**config.mk**
```make
export PLATFORM = sky130hd
export DESIGN_NAME = mem_port_arbiter
export DESIGN_NICKNAME = d
export VERILOG_FILES = /design/src/rtl/mem_port_arbiter.sv
export SDC_FILE = /design/constraint.sdc
export NUM_CORES = 1
export LEC_CHECK = 0
export ABC_AREA = 0
export ABC_CLOCK_PERIOD_IN_PS = 4550
export BUFFER_PORTS_ARGS = -buffer_cell sky130_fd_sc_hd__buf_2
export CAP_MARGIN = 30
export CORE_AREA = 2 2 108 110
export CTS_CLUSTER_SIZE = 24
export DETAILED_ROUTE_END_ITERATION = 8
export DIE_AREA = 0 0 110 112
export HOLD_SLACK_MARGIN = 0.06
export PLACE_DENSITY_LB_ADDON = 0.1
export SYNTH_ARGS = -nofsm -noshare
export SYNTH_HDL_FRONTEND = slang
export SYNTH_SLANG_ARGS = --single-unit
```
**constraint.sdc**
```tcl
create_clock -name clk -period 4.55 [get_ports clk]
set_input_delay 0.91 -clock clk [delete_from_list [all_inputs] [get_ports clk]]
set_output_delay 0.91 -clock clk [all_outputs]
set_load 0.02 [all_outputs]
```
**src/rtl/mem_port_arbiter.sv**
```systemverilog
// rtl/mem_port_arbiter.sv - fetch / load-store arbiter in front of one fixed-latency unified memory
// One transaction in flight at a time; round-robin on contention, fetch wins the first tie after reset.
module mem_port_arbiter #(
  parameter int AW      = 32,
  parameter int DW      = 32,
  parameter int MEM_LAT = 1
) (
  input  logic            clk,
  input  logic            rst_n,
  input  logic            if_req,
  input  logic [AW-1:0]   if_addr,
  output logic            if_gnt,
  output logic            if_rvalid,
  output logic [DW-1:0]   if_rdata,
  input  logic            d_req,
  input  logic            d_we,
  input  logic [DW/8-1:0] d_be,
  input  logic [AW-1:0]   d_addr,
  input  logic [DW-1:0]   d_wdata,
  output logic            d_gnt,
  output logic            d_rvalid,
  output logic [DW-1:0]   d_rdata,
  output logic            mem_en,
  output logic            mem_we,
  output logic [DW/8-1:0] mem_be,
  output logic [AW-1:0]   mem_addr,
  output logic [DW-1:0]   mem_wdata,
  input  logic [DW-1:0]   mem_rdata,
  output logic            busy
);

  localparam int BEW = DW / 8;
  localparam int CW  = $clog2(MEM_LAT + 1);

  typedef enum logic [1:0] {
    IDLE = 2'd0,
    WAIT = 2'd1,
    RESP = 2'd2
  } state_t;

  // Port encoding for owner/last_win: 0 = fetch, 1 = data.
  state_t          state_q, state_d;
  logic [CW-1:0]   cnt_q, cnt_d;
  logic            owner_q;
  logic            owner_we_q;
  logic            last_win_q;
  logic [DW-1:0]   if_rdata_q;
  logic [DW-1:0]   d_rdata_q;

  logic            pick_d;
  logic            grant;
  logic            capture;

  // Grant is gated with rst_n so every output reads 0 while reset is held.
  assign pick_d  = (if_req && d_req) ? ~last_win_q : d_req;
  assign grant   = rst_n && (state_q == IDLE) && (if_req || d_req);
  assign capture = (state_q == WAIT) && (cnt_q == '0);

  always_comb begin
    state_d = state_q;
    cnt_d   = cnt_q;
    unique case (state_q)
      IDLE: begin
        if (grant) begin
          state_d = WAIT;
          cnt_d   = CW'(MEM_LAT - 1);
        end
      end
      WAIT: begin
        if (cnt_q == '0) state_d = RESP;
        else             cnt_d   = cnt_q - CW'(1);
      end
      RESP:    state_d = IDLE;
      default: state_d = IDLE;
    endcase
  end

  always_ff @(posedge clk or negedge rst_n) begin
    if (!rst_n) begin
      state_q    <= IDLE;
      cnt_q      <= '0;
      owner_q    <= 1'b0;
      owner_we_q <= 1'b0;
      last_win_q <= 1'b1;
      if_rdata_q <= '0;
      d_rdata_q  <= '0;
    end else begin
      state_q <= state_d;
      cnt_q   <= cnt_d;
      if (grant) begin
        owner_q    <= pick_d;
        owner_we_q <= pick_d & d_we;
        last_win_q <= pick_d;
      end
      if (capture) begin
        if (owner_q) d_rdata_q  <= owner_we_q ? '0 : mem_rdata;
        else         if_rdata_q <= mem_rdata;
      end
    end
  end

  always_comb begin
    if_gnt    = 1'b0;
    d_gnt     = 1'b0;
    mem_en    = 1'b0;
    mem_we    = 1'b0;
    mem_be    = '0;
    mem_addr  = '0;
    mem_wdata = '0;
    if (grant) begin
      mem_en = 1'b1;
      if (pick_d) begin
        d_gnt     = 1'b1;
        mem_we    = d_we;
        mem_be    = d_be;
        mem_addr  = d_addr;
        mem_wdata = d_we ? d_wdata : '0;
      end else begin
        if_gnt   = 1'b1;
        mem_be   = {BEW{1'b1}};
        mem_addr = if_addr;
      end
    end
  end

  assign if_rvalid = (state_q == RESP) && !owner_q;
  assign d_rvalid  = (state_q == RESP) &&  owner_q;
  assign if_rdata  = if_rdata_q;
  assign d_rdata   = d_rdata_q;
  assign busy      = (state_q != IDLE);

endmodule

```
Yosys cells after proc, flatten, opt, wreduce, memory -nomap -nowiden --
Cells that the tools add are included.
Cells by class: bitwise operators 4, equal/unequal tests 4, mux-type cells 22, reductions and logical operators 15, add/subtract/negate cells 1
Operator list (count):
- 2-to-1 mux 32 bit | 6
- 2-to-1 mux 1 bit | 10
- 2-to-1 mux 4 bit | 2
- AND reduction 2 bit | 4
- logical AND 1 bit | 6
- 2-to-1 mux 2 bit | 2
- inequality test 2 bit (second input constant) | 2
- case mux 2 bit (2 select lines) | 1
- nonzero test 2 bit | 2
- inverter 1 bit | 3
- == test 2 x 1 -> 1 bit (second input constant) | 1
- == test 2 bit (second input constant) | 1
- logical NOT 2 bit | 1
- case mux 1 bit (2 select lines) | 1
- AND 1 bit | 1
- logical NOT 1 bit | 1
- logical OR 1 bit | 1
- subtractor 1 bit (second input constant) | 1
Storage, ports and cells: input port bits 137, logic and storage cells 53, output and inout port bits 139, flip-flop bits (word level) 70

Logic depth before layout (Yosys ltp) --
Gate-level depths: netlist of run 1.
depth in word-level cells 5, gate-level depth with buffers 5

Least setup slack after synthesis of run 1 --
OpenSTA, ideal clock, no wires.
path type input -> output, from input rst_n, to output mem_be[0], stages 4, data required time 3.640 ns, slack 1.769 ns, data arrival time 1.871 ns, cells stage by stage nor3b_2 > o21a_1 > clkbuf_1 > a21o_1
On the way: longest elaborated chain between the ends 3
Ends and longest elaborated chain:
- start: declaration | line 9 | input logic rst_n,
- logical AND 1 bit (2 in a row) | line 56 | assign grant = rst_n && (state_q == IDLE) && (if_req || d_req);
- 2-to-1 mux 4 bit | line 110 | if (grant) begin
- end: declaration | line 25 | output logic [DW/8-1:0] mem_be,
Every way passes these cells.

Worst setup path in the final report of run 1 --
from input rst_n, to output mem_wdata[22]
On the way: longest elaborated chain between the ends 3
Ends and longest elaborated chain:
- logical AND 1 bit (2 in a row) | line 56
- 2-to-1 mux 32 bit | line 110
- end: declaration | line 27 | output logic [DW-1:0] mem_wdata,
Every way passes these cells.

==> results.md, run 1 <==
- The flow ran to the end, and the final reports show no timing, DRC or antenna violations.
- The worst setup path is captured at a primary output.
- The number of gates given a new drive strength after cts is 0.
- Yosys attributes the largest share of cell area to sky130_fd_sc_hd__dfrtp_1, sky130_fd_sc_hd__mux2_4, sky130_fd_sc_hd__a22o_1, sky130_fd_sc_hd__nand2_1, sky130_fd_sc_hd__and3_1.
- The final number of hold-violating endpoints is 0.
- The die is 112 um tall.
- For this run, design rule violations remaining after detail routing come to 0.
- The routed design has 13,400 um of wire.
- The net count of the finished layout is 711.
- The top fanout value on the critical path is 67.
- In the synthesized netlist, mux cells make up 13.7% of the area.
- The max-capacitance violation count is 0.
- The number of placed instances, taps included, is 706.
- The share of layout cells above drive strength 1 is 57.7%.
- The die width is 110 um.
- The clock sink total is 69.
- The initial core utilization is 31.0%.
- The type of the worst setup path is input port to primary output.
- The maximum clock frequency is 268 MHz.
- Internal power comes to 1.88 mW.
- The latest clock arrival within the worst-skew pair is 0.33 ns.
- Entering global routing, the biggest net connects 70 pins.
- The proportion of total power due to net switching is 39.0%.
- The first detailed-routing pass ran for 4 iterations.
- Sequential cells account for 34.3% of the total power.
- The global routing usage summed across all routing layers is 21.3%.
- The clock period minus final worst setup slack is 3.72 ns.
- The post-CTS setup buffer count is 0.
- The placement row count is 39.
- The clock tree from TritonCTS is built.
- The required time of the worst setup path is 3.64 ns.
- The power density over the cells is 596 nW/um^2.
- For this design the top-level I/O count stands at 276.
- In the global route stage, met1 resource usage came out at 28.1%.
- The synthesized netlist cell count is 311.
- The worst voltage drop across the vdd grid is 0.000319 V.
- After detailed routing, the number of vias per cell comes to 4.78.
- The remaining global-route overflow is 0.
- The part of the Yosys area used for sequential elements is 49.9%.
- The post-route cell area is 5160 sq um.
- The simple-gate area share of the yosys netlist is 15.4%.
- The synthesized design devotes to its leading area cell type 49.2% of total area.
- The post-detailed-placement cell area is 4870 sq um.
- After clock tree synthesis, the clock-pin slew on the worst setup and hold paths is 0.05 ns.
- The distinct cell type count of the synthesized netlist is 27.
- STA classifies the critical path startpoint as an input port.
- The first global-routing pass estimated 19,500 um of wire.
- After layout, the worst setup slack is 0.825 ns.
- After synthesis, the largest family of logic cells by area is simple AND/OR/NAND/NOR gates.
- The number of global-route vias before repair came to 3,390.
- The post-route clock period utilization is 81.9%.
- The number of buffers added on ports is 275.
- The static power due to leakage is 3.07 nW.
- In the final routed layout, each cell accounts on average for 18.6 um.
- The maximum root-to-sink buffer count is 2.
- Of the total synthesized cell area, the portion taken by full adders, half adders and majority gates is 0%.
- The peak-usage layer in the global routing report is met2.
- The worst path arrival time is 2.81 ns.
- The number of antenna-violating nets in the routed design is 0.
- The repair_antennas step left the layout with diodes totalling 0.
- Routability-driven placement finished with a final weighted congestion of 0.895.
- The synthesized area divided by synthesized cell count is 11.1 sq um.
- The number of max-slew violations in the final report came to 0.
- Counting the buffers created by CTS gives 9.
- The detailed placement HPWL is 10,600 um.
- The maximum clock skew at final layout is 0.00651 ns.
- In this run, post-CTS hold repair placed 0 buffers.
- In this run the worst hold path is classified as flip-flop to flip-flop.
- The number of H-tree levels is 3.
- The via count is 3,448.
- The most area-hungry cell type in the Yosys netlist is sky130_fd_sc_hd__dfrtp_1.
- The total power is 3.08 mW.
- The global-route met2 utilization is 35.0%.
- The layout overhead on the synthesized area is 49.0%.
- In the global route stage, met3 resource usage came out at 4.74%.
- The combinational power share is 43.2%.
- The setup-violating endpoint count in the final report is 0.
- The die covers 12,300 sq um.
- Synthesis produced a netlist with a net count of 448.
- The starting DRC count in detailed routing is 128.
- The number of inserted filler cells in the final layout is 1,095.
- The post-synthesis instance area is 3460 sq um.
- The buffer type at the clock tree root is sky130_fd_sc_hd__clkbuf_16.
- The final cell count without fillers is 722.
- The power share of the clock group is 22.5%.
- The synthesized netlist devotes 14.9% of its cell area to compound gates.
- The area of the placeable core is 11,200 sq um.
- Setup repair after global routing left no endpoint under its margin.
- Measured against its own limit, the worst slew margin works out to 30.5%.
- After routing, the total negative slack on setup checks comes to 0 ns.
- During synthesis, Yosys emitted a total of 0 warnings.
- Summed over all nets, the switching power comes to 1.20 mW.
- The synthesized-area fraction occupied by xor and xnor cells is 0%.
- The pre-CTS setup slack is 0.839 ns.
- For the pin with the worst max-slew slack, the measured transition is 1.04 ns.
- The initial antenna violation count is 0.
- The synthesized design contains 69 register bits.
[metrics by stage]
| stage | util, % | hold WS [ns] |
|---|---|---|
| 2_1_floorplan | - | 0.489 |
| 3_3_place_gp | 43.3 | 0.459 |
| 3_5_place_dp | 43.6 | 0.466 |
| 4_1_cts | 46.2 | 0.479 |
| 5_1_grt | 46.2 | 0.497 |
| 6_report | 46.2 | 0.471 |
[cell families (layout without fill, tap and decap cells)]
group                  count (synthesis)  in the layout
AO/OA/AOI/OAI                         73             73
buffers and inverters                 29            297
flip-flops                            69             69
multiplexers                          32             32
AND/OR/NAND/NOR                      108            108
[layout make-up]
type | instances | area [sq um] | area share, %
Clock buffer | 11 | 233 | 4.51
Clock inverter | 5 | 60.1 | 1.16
Inverter | 1 | 3.75 | 0.0727
Multi-Input combinational cell | 213 | 1520 | 29.5
Sequential cell | 69 | 1730 | 33.5
Tap cell | 143 | 179 | 3.47
Timing Repair Buffer | 280 | 1430 | 27.8
[per-layer routing]
layer / vias up / wire length, um
li1: 1620 / -
met2: 165 / 6580
met5: - / 0
met1: 1649 / 5710
met4: 0 / 196
met3: 14 / 941
[worst max-delay path: stages]
cell and delay [ns]:
sky130_fd_sc_hd__buf_2 0.09, sky130_fd_sc_hd__nor3b_2 0.24, sky130_fd_sc_hd__and3_2 0.91, sky130_fd_sc_hd__and3_1 0.40, sky130_fd_sc_hd__buf_2 0.21
[power groups by stage]
stage | combinational, mW | sequential (mW) | clock [mW]
after floorplan | 0.486 | 1.41 | 0
after global placement | 1.32 | 1.06 | 0
after detailed placement | 1.34 | 1.07 | 0
after CTS | 1.35 | 1.06 | 0.709
after global routing | 1.43 | 1.09 | 0.737
final | 1.33 | 1.05 | 0.693
[final timing paths]
path / from / to / slack (ns) / cells past startpoint
min reg2reg: d_rdata[6]$_DFFE_PN0P_ / d_rdata[6]$_DFFE_PN0P_ / 0.47 / 2
min: d_rdata[6]$_DFFE_PN0P_ / d_rdata[6]$_DFFE_PN0P_ / 0.47 / 2
max: rst_n / mem_wdata[22] / 0.83 / 5
min in group asynchronous: rst_n / d_rdata[25]$_DFFE_PN0P_ / 0.80 / 2
max reg2reg: state_q[0]$_DFFE_PN0P_ / if_rdata[0]$_DFFE_PN0P_ / 2.46 / 4
max in group asynchronous: rst_n / d_rdata[10]$_DFFE_PN0P_ / 3.17 / 2
[registers in the layout (all words and copies together) (netlist names)]
register / flops
last_win_q: 1
d_rdata: 32
owner_q: 1
state_q: 2
owner_we_q: 1
if_rdata: 32
[synthesized netlist by cell type, drive strengths merged]
cell type and number:
dfrtp 68, nand2 65, and3 34, a22o 32
mux2 32, o21ai 32, buf 15, clkbuf 13
a21o 4, nor2b 2, nor3b 2, o21a 2
o21ba 2, and2 1, and3b 1, dfstp 1
inv 1, nand2b 1, nand3b 1, o2bb2ai 1
or2 1
[layout by cell type, fill, tap and decap left out, drive strengths merged]
master    instances
o21a              2
o21ai            32
and2              1
and3             34
clkinvlp          1
dfstp             1
clkinv            2
nand2            65
inv               2
a21o              4
a22o             32
nand2b            1
bufinv            1
buf             280
and3b             1
nor2b             2
o2bb2ai           1
mux2             32
dfrtp            68
nor3b             2
clkbuf           11
or2               1
o21ba             2
nand3b            1
Power figures use the tool's default switching activity.
==> inputs of run 2 (changes only) <==
Settings changed: ABC_CLOCK_PERIOD_IN_PS 4550 to 3800.
Clock period 4.55 ns to 3.8 ns, I/O delays scaled along.
==> run 2 against run 1 <==
  * Global-route usage up 0.51 points
  * Largest cell class unchanged
  * Clock skew decreased by 0.00088 ns
  * Non-clock buffer count is 3 higher
  * Highest routed layer is now met5
  * Critical path depth rose by 1
  * Register-to-register slack worse by 0.62 ns
  * Sequential share of layout area down 0.23 points
  * Setup slack worse by 0.058 ns
==> results.md, run 2 (synthesis gave the netlist of run 1 again) <==
- The run finished with clean final reports.
- The cell-internal power is 2.24 mW (+20%).
- The clock sink total is 69 (unchanged).
- The class of the tightest hold or removal check is flip-flop to flip-flop.
- The worst setup path is captured at a primary output.
- The setup-violating endpoint count in the final report is 0 (unchanged).
- The sum of negative setup slack is 0 ns (unchanged).
- The total clock buffers created by CTS is 9 (unchanged).
- The type of the worst setup path is input port to primary output.
- The area of the placeable core was 11,200 sq um (unchanged).
- The transition at the pin with the smallest max-transition slack is 0.893 ns (-0.150 ns).
- The reported net switching power is 1.43 mW (+19%).
- Dividing the final minimum period by the clock period gives 79.8%.
- The maximum root-to-sink buffer count came to 2 (unchanged).
- The required time of the worst setup path was 3.04 ns (-0.60 ns).
- The sequential standard cell area came to 1730 sq um (unchanged).
- The ratio of routed vias to standard cells came to 4.73 (-0.87%).
- The number of hold buffers added after cts is 0 (unchanged).
- The final weighted congestion in routability-driven placement is 0.951 (+6.3%).
- The number of H-tree levels was 3 (unchanged).
- The remaining design rule violation count is 0 (unchanged).
- The number of antenna-violating nets in the routed design came to 0 (unchanged).
- The combinational power share is 43.2% (about the same).
- The number of nets in the layout is 714 (+0.42%).
- The first-pass iteration count of the detailed router came to 4 (unchanged).
- The worst voltage drop across the vdd grid is 0.000319 V (about the same).
- The clock tree from TritonCTS is built.
- The wire length of the first global-routing pass came to 19,800 um (+1.6%).
- The library cell used most frequently in the layout, excluding fill and tap cells, is sky130_fd_sc_hd__buf_2.
- The overall die area is 12,300 sq um (unchanged).
- The placement row count is 39 (unchanged).
- The initial core utilization was 31.0% (unchanged).
- The maximum clock skew at final layout came to 0.00563 ns (-0.000883 ns).
- The footprint of the multi-input gates is 1520 sq um (unchanged).
- The top cell types in the final layout, fill and taps aside, are sky130_fd_sc_hd__buf_2, sky130_fd_sc_hd__dfrtp_1, sky130_fd_sc_hd__nand2_1.
- The final number of hold-violating endpoints is 0 (unchanged).
- The clock-pin transition on the worst setup and hold timing paths was 0.06 ns (about the same).
- The via count is 3,437 (-0.32%).
- The number of global-route vias before repair came to 3,434 (+1.3%).
- The post-CTS setup buffer count was 0 (unchanged).
- The per-cell routed wire length is 18.7 um (+0.53%).
- The starting DRC count in detailed routing was 194 (+52%).
- The total length of routed wires is 13,600 um (+1.1%).
- The number of buffers added on ports is 275 (unchanged).
- The proportion of total power due to net switching is 39.0% (about the same).
- The utilization after layout is 46.5% (+0.32 points).
- The number of inserted filler cells in the final layout is 1,120 (+2.3%).
- The y dimension of the die is 112 um (unchanged).
- The count of pins on the block boundary is 276 (unchanged).
- The clock period minus final worst setup slack is 3.03 ns.
- Setup repair after global routing left no endpoint under its margin.
- The detailed placement HPWL was 10,800 um (+2.1%).
- The initial antenna violation count was 3 (+3).
- The share of layout cells above drive strength 1 is 58.2% (+0.49 points).
- The max-capacitance violation count was 0 (unchanged).
- The number of gates given a new drive strength after cts came to 0 (unchanged).
- The largest net degree at the start of global routing is 70 (unchanged).
- The power share of the clock group is 22.2% (-0.3 points).
- The relative contribution of sequential cells to total power was 34.6% (+0.3 points).
- The relative slew slack is 40.5% (+10 points).
- Derived from the worst setup path, the maximum achievable clock frequency is 330 MHz.
- The latest clock arrival within the worst-skew pair is 0.32 ns (about the same).
- The static power due to leakage was 3.09 nW (+0.54%).
- The number of max-slew violations in the final report is 0 (unchanged).
- The top fanout value on the critical path is 44 (-34%).
- The remaining global-route overflow was 0 (unchanged).
- In this run the clock root is driven by a sky130_fd_sc_hd__clkbuf_16.
- From synthesis to final layout, the design area changed by 50.1%.
- The worst path arrival time was 2.27 ns (-0.54 ns).
- The die width is 110 um (unchanged).
- The global routing usage summed across all routing layers is 21.8% (+0.51 points).
- The power density over the cells is 708 nW/um^2 (+19%).
- The worst setup path is launched from an input port.
[run 2: worst max-delay path: stages]
cell	delay, ns
sky130_fd_sc_hd__buf_2	0.11
sky130_fd_sc_hd__nor3b_2	0.25
sky130_fd_sc_hd__and3_2	0.51
sky130_fd_sc_hd__buf_12	0.26
sky130_fd_sc_hd__a22o_1	0.20
sky130_fd_sc_hd__buf_2	0.18
[run 2: stage by stage]
step / instances / hold WS, ns / area, sq um / total power [mW] / setup WS, ns
final: 726 / 0.471 / 5200 / 3.68 / 0.768
after global routing: 724 / 0.510 / 5190 / 3.90 / 0.667
after CTS: 724 / 0.477 / 5190 / 3.73 / 0.760
after global placement: 708 / 0.459 / 4870 / 2.85 / 0.817
after detailed placement: 709 / 0.465 / 4900 / 2.89 / 0.761
after floorplan: 311 / 0.464 / 3460 / 2.27 / 1.32
[run 2: area by class of cell]
cell class | count | area share [%]
flip-flops and latches | 69 | 33.3
clock inverters | 6 | 1.23
clock buffers | 9 | 4.33
repair buffers | 283 | 28.3
multi-input cells | 213 | 29.3
inverters | 1 | 0.0722
well taps | 143 | 3.44
diodes | 2 | 0.0963
[run 2: final timing paths]
| path | cells after the start | from | end | slack (ns) |
|---|---|---|---|---|
| hold / removal | 2 | d_rdata[12]$_DFFE_PN0P_ | d_rdata[12]$_DFFE_PN0P_ | 0.47 |
| min in group asynchronous | 2 | rst_n | if_rdata[25]$_DFFE_PN0P_ | 0.69 |
| setup / recovery | 6 | rst_n | mem_addr[23] | 0.77 |
| max in group asynchronous | 2 | rst_n | d_rdata[10]$_DFFE_PN0P_ | 2.51 |
| setup reg to reg | 4 | state_q[0]$_DFFE_PN0P_ | if_rdata[1]$_DFFE_PN0P_ | 1.84 |
| hold reg to reg | 2 | d_rdata[12]$_DFFE_PN0P_ | d_rdata[12]$_DFFE_PN0P_ | 0.47 |
[run 2: per-layer routing]
metal	global-route usage [%]	share of wire, %	vias up
met5	0	0.096	-
met1	28.5	42	1617
met2	33.3	46	165
met3	6.26	8.1	27
met4	9.45	3.4	2
li1	-	-	1626
[run 2: power groups by stage]
stage	Sequential, mW	Combinational (mW)	Clock (mW)
2_1_floorplan	1.69	0.582	0
3_3_place_gp	1.27	1.59	0
3_5_place_dp	1.29	1.61	0
4_1_cts	1.28	1.61	0.840
5_1_grt	1.32	1.71	0.871
6_report	1.27	1.59	0.816
==> inputs of run 3 (changes only) <==
Settings changed: ABC_CLOCK_PERIOD_IN_PS 3800 to 3200.
Clock period 3.8 ns to 3.2 ns, I/O delays scaled along.
==> run 3 against run 2 <==
  * Total power grew 21%
  * Hold slack about the same
  * Clock power grew 27%
  * Core utilization up 0.29 points
  * Sequential cell count did not move
  * Register-to-register slack got worse by 0.51 ns
  * Final area up 0.63%
  * Combinational power grew 19%
==> results.md, run 3 (synthesis gave the netlist of run 1 again) <==
- The maximum clock skew at final layout is 0.00684 ns (+0.00122 ns).
- The starting DRC count in detailed routing was 157 (-19%).
- TritonCTS built the clock tree.
- The static power due to leakage was 3.11 nW (+0.68%).
- The clock sink total is 69 (unchanged).
- The type of the worst setup path is flip-flop to primary output.
- The post-CTS setup buffer count is 0 (unchanged).
- The power density over the cells is 850 nW/um^2 (+20%).
- The y dimension of the die came to 112 um (unchanged).
- The proportion of total power due to net switching came to 38.1% (-0.87 points).
- The minimum setup slack among reg-to-reg paths was 1.33 ns (-0.51 ns).
- STA classifies the critical path endpoint as a primary output.
- Setup repair after global routing left no endpoint under its margin.
- The final cell count without fillers was 726 (unchanged).
- The worst path arrival time is 2.18 ns (-0.09 ns).
- The number of max-slew violations in the final report came to 0 (unchanged).
- The number of global-route vias before repair is 3,420 (-0.41%).
- The critical path ends at mem_addr[18].
- The maximum clock frequency is 355 MHz.
- The number of hold buffers added after cts is 0 (unchanged).
- The latest clock arrival within the worst-skew pair was 0.32 ns (about the same).
- The endpoint of the worst-slack reg-to-reg timing path is if_rdata[0]$_DFFE_PN0P_.
- The startpoint identified for the worst hold timing path is d_rdata[30]$_DFFE_PN0P_.
- The relative contribution of sequential cells to total power is 33.7% (-0.9 points).
- The ratio of routed vias to standard cells is 4.83 (+1.9%).
- The worst path needs 2.82 ns of the cycle, external delays included.
- The maximum root-to-sink buffer count was 2 (unchanged).
- The reported net switching power was 1.69 mW (+18%).
- The total length of routed wires was 13,600 um (+0.32%).
- The relative slew slack is 39.0% (-1.5 points).
- The launching instance or port of the critical path is state_q[1]$_DFFE_PN0P_.
- The share of layout cells above drive strength 1 is 58.1% (-0.10 points).
- From synthesis to final layout, the design area changed by 51.0%.
- The per-cell routed wire length is 18.8 um (+0.32%).
- The cell sitting at the root of the clock tree is a sky130_fd_sc_hd__clkbuf_16.
- The count of pins on the block boundary is 276 (unchanged).
- The required time of the worst setup path is 2.56 ns (-0.48 ns).
- The combinational power share is 42.8% (-0.4 points).
- The via count is 3,504 (+1.9%).
- The number of inserted filler cells in the final layout came to 1,132 (+1.1%).
- The largest net degree at the start of global routing was 70 (unchanged).
- The footprint of the multi-input gates was 1520 sq um (unchanged).
- The pre-CTS setup slack is 0.447 ns (-0.314 ns).
- The die width is 110 um (unchanged).
- The number of buffers added on ports was 275 (unchanged).
- The wire length of the first global-routing pass was 19,300 um (-2.7%).
- The final weighted congestion in routability-driven placement is 0.948 (-0.33%).
- The initial antenna violation count came to 4 (+1).
- The setup-violating endpoint count in the final report is 0 (unchanged).
- Leaving out fill and tap cells, the most frequent cell in the layout is sky130_fd_sc_hd__buf_2.
- The depth of the worst register-to-register path came to 4 (unchanged).
- The clock-pin transition on the worst setup and hold timing paths was 0.06 ns (about the same).
- The sum of negative setup slack was 0 ns (unchanged).
- The transition at the pin with the smallest max-transition slack is 0.916 ns (+0.0223 ns).
- The remaining design rule violation count is 0 (unchanged).
- The sequential standard cell area came to 1730 sq um (unchanged).
- The worst setup path is launched from a flip-flop.
- In the layout the commonest cells are sky130_fd_sc_hd__buf_2, sky130_fd_sc_hd__dfrtp_1, sky130_fd_sc_hd__nand2_1.
- The remaining global-route overflow is 0 (unchanged).
- The number of nets in the layout is 714 (unchanged).
- The number of H-tree levels is 3 (unchanged).
- The first-pass iteration count of the detailed router is 4 (unchanged).
- The placement row count is 39 (unchanged).
- The least setup slack across all paths after layout came to 0.381 ns (-0.387 ns).
- The run finished with clean final reports.
- The number of placed instances with taps included is 709 (unchanged).
- The power share of the clock group is 23.5% (+1.3 points).
- The initial core utilization is 31.0% (unchanged).
- The number of antenna-violating nets in the routed design was 0 (unchanged).
- The hold slack is 0.471 ns (-0.000394 ns).
- The global routing usage summed across all routing layers is 21.3% (-0.48 points).
- The source of the worst register-to-register timing path is state_q[0]$_DFFE_PN0P_.
- The total clock buffers created by CTS came to 9 (unchanged).
- The detailed placement HPWL is 10,900 um (+0.88%).
- The final number of hold-violating endpoints came to 0 (unchanged).
- The number of gates given a new drive strength after cts came to 0 (unchanged).
- The class of the tightest hold or removal check is flip-flop to flip-flop.
- The post-route clock period utilization is 88.1%.
- The overall die area was 12,300 sq um (unchanged).
- The area of the placeable core was 11,200 sq um (unchanged).
- The cell-internal power came to 2.75 mW (+23%).
- The worst voltage drop across the vdd grid was 0.000344 V (+7.7%).
- The max-capacitance violation count came to 0 (unchanged).
- The top fanout value on the critical path is 44 (unchanged).
[run 3: worst max-delay path: stages, from the launching register on]
cell and delay, ns:
sky130_fd_sc_hd__dfrtp_1 0.43, sky130_fd_sc_hd__nor3b_2 0.28, sky130_fd_sc_hd__and3_2 0.51, sky130_fd_sc_hd__buf_12 0.25
sky130_fd_sc_hd__a22o_1 0.19, sky130_fd_sc_hd__buf_2 0.17
[run 3: stage by stage]
step	total power, mW	utilization, %	instance area (sq um)
6_report	4.45	46.8	5230
5_1_grt	4.72	46.8	5230
4_1_cts	4.52	46.8	5230
3_5_place_dp	3.44	43.9	4910
3_3_place_gp	3.39	43.6	4870
2_1_floorplan	2.70	-	3460
[run 3: power by group through the flow]
stage	sequential, mW	combinational (mW)	clock (mW)
2_1_floorplan	2.01	0.691	0
6_report	1.50	1.90	1.04
3_5_place_dp	1.52	1.92	0
5_1_grt	1.55	2.04	1.12
3_3_place_gp	1.51	1.88	0
4_1_cts	1.51	1.93	1.08
[run 3: worst min-delay path by stage]
stage                              end  slack, ns  cells past startpoint
2_1_floorplan   d_rdata[0]$_DFFE_PN0P_       0.34                      0
3_3_place_gp    d_rdata[6]$_DFFE_PN0P_       0.46                      2
3_5_place_dp    d_rdata[8]$_DFFE_PN0P_       0.47                      2
4_1_cts         d_rdata[8]$_DFFE_PN0P_       0.48                      2
5_1_grt         d_rdata[8]$_DFFE_PN0P_       0.50                      2
6_report       d_rdata[30]$_DFFE_PN0P_       0.47                      2
[run 3: routing by layer]
layer,global-route usage (%),routed length (um),vias up
li1,-,-,1622
met3,6.67,1100,27
met2,33.5,6420,161
met1,26.7,5560,1692
met5,0,13,-
met4,9.28,519,2
[run 3: final cells by class]
| type | count | area share [%] |
|---|---|---|
| diodes | 1 | 0.0479 |
| inverters | 1 | 0.0718 |
| multi-input cells | 213 | 29.1 |
| clock buffers | 10 | 4.38 |
| flip-flops and latches | 69 | 33.0 |
| clock inverters | 6 | 1.68 |
| repair buffers | 283 | 28.2 |
| well taps | 143 | 3.42 |
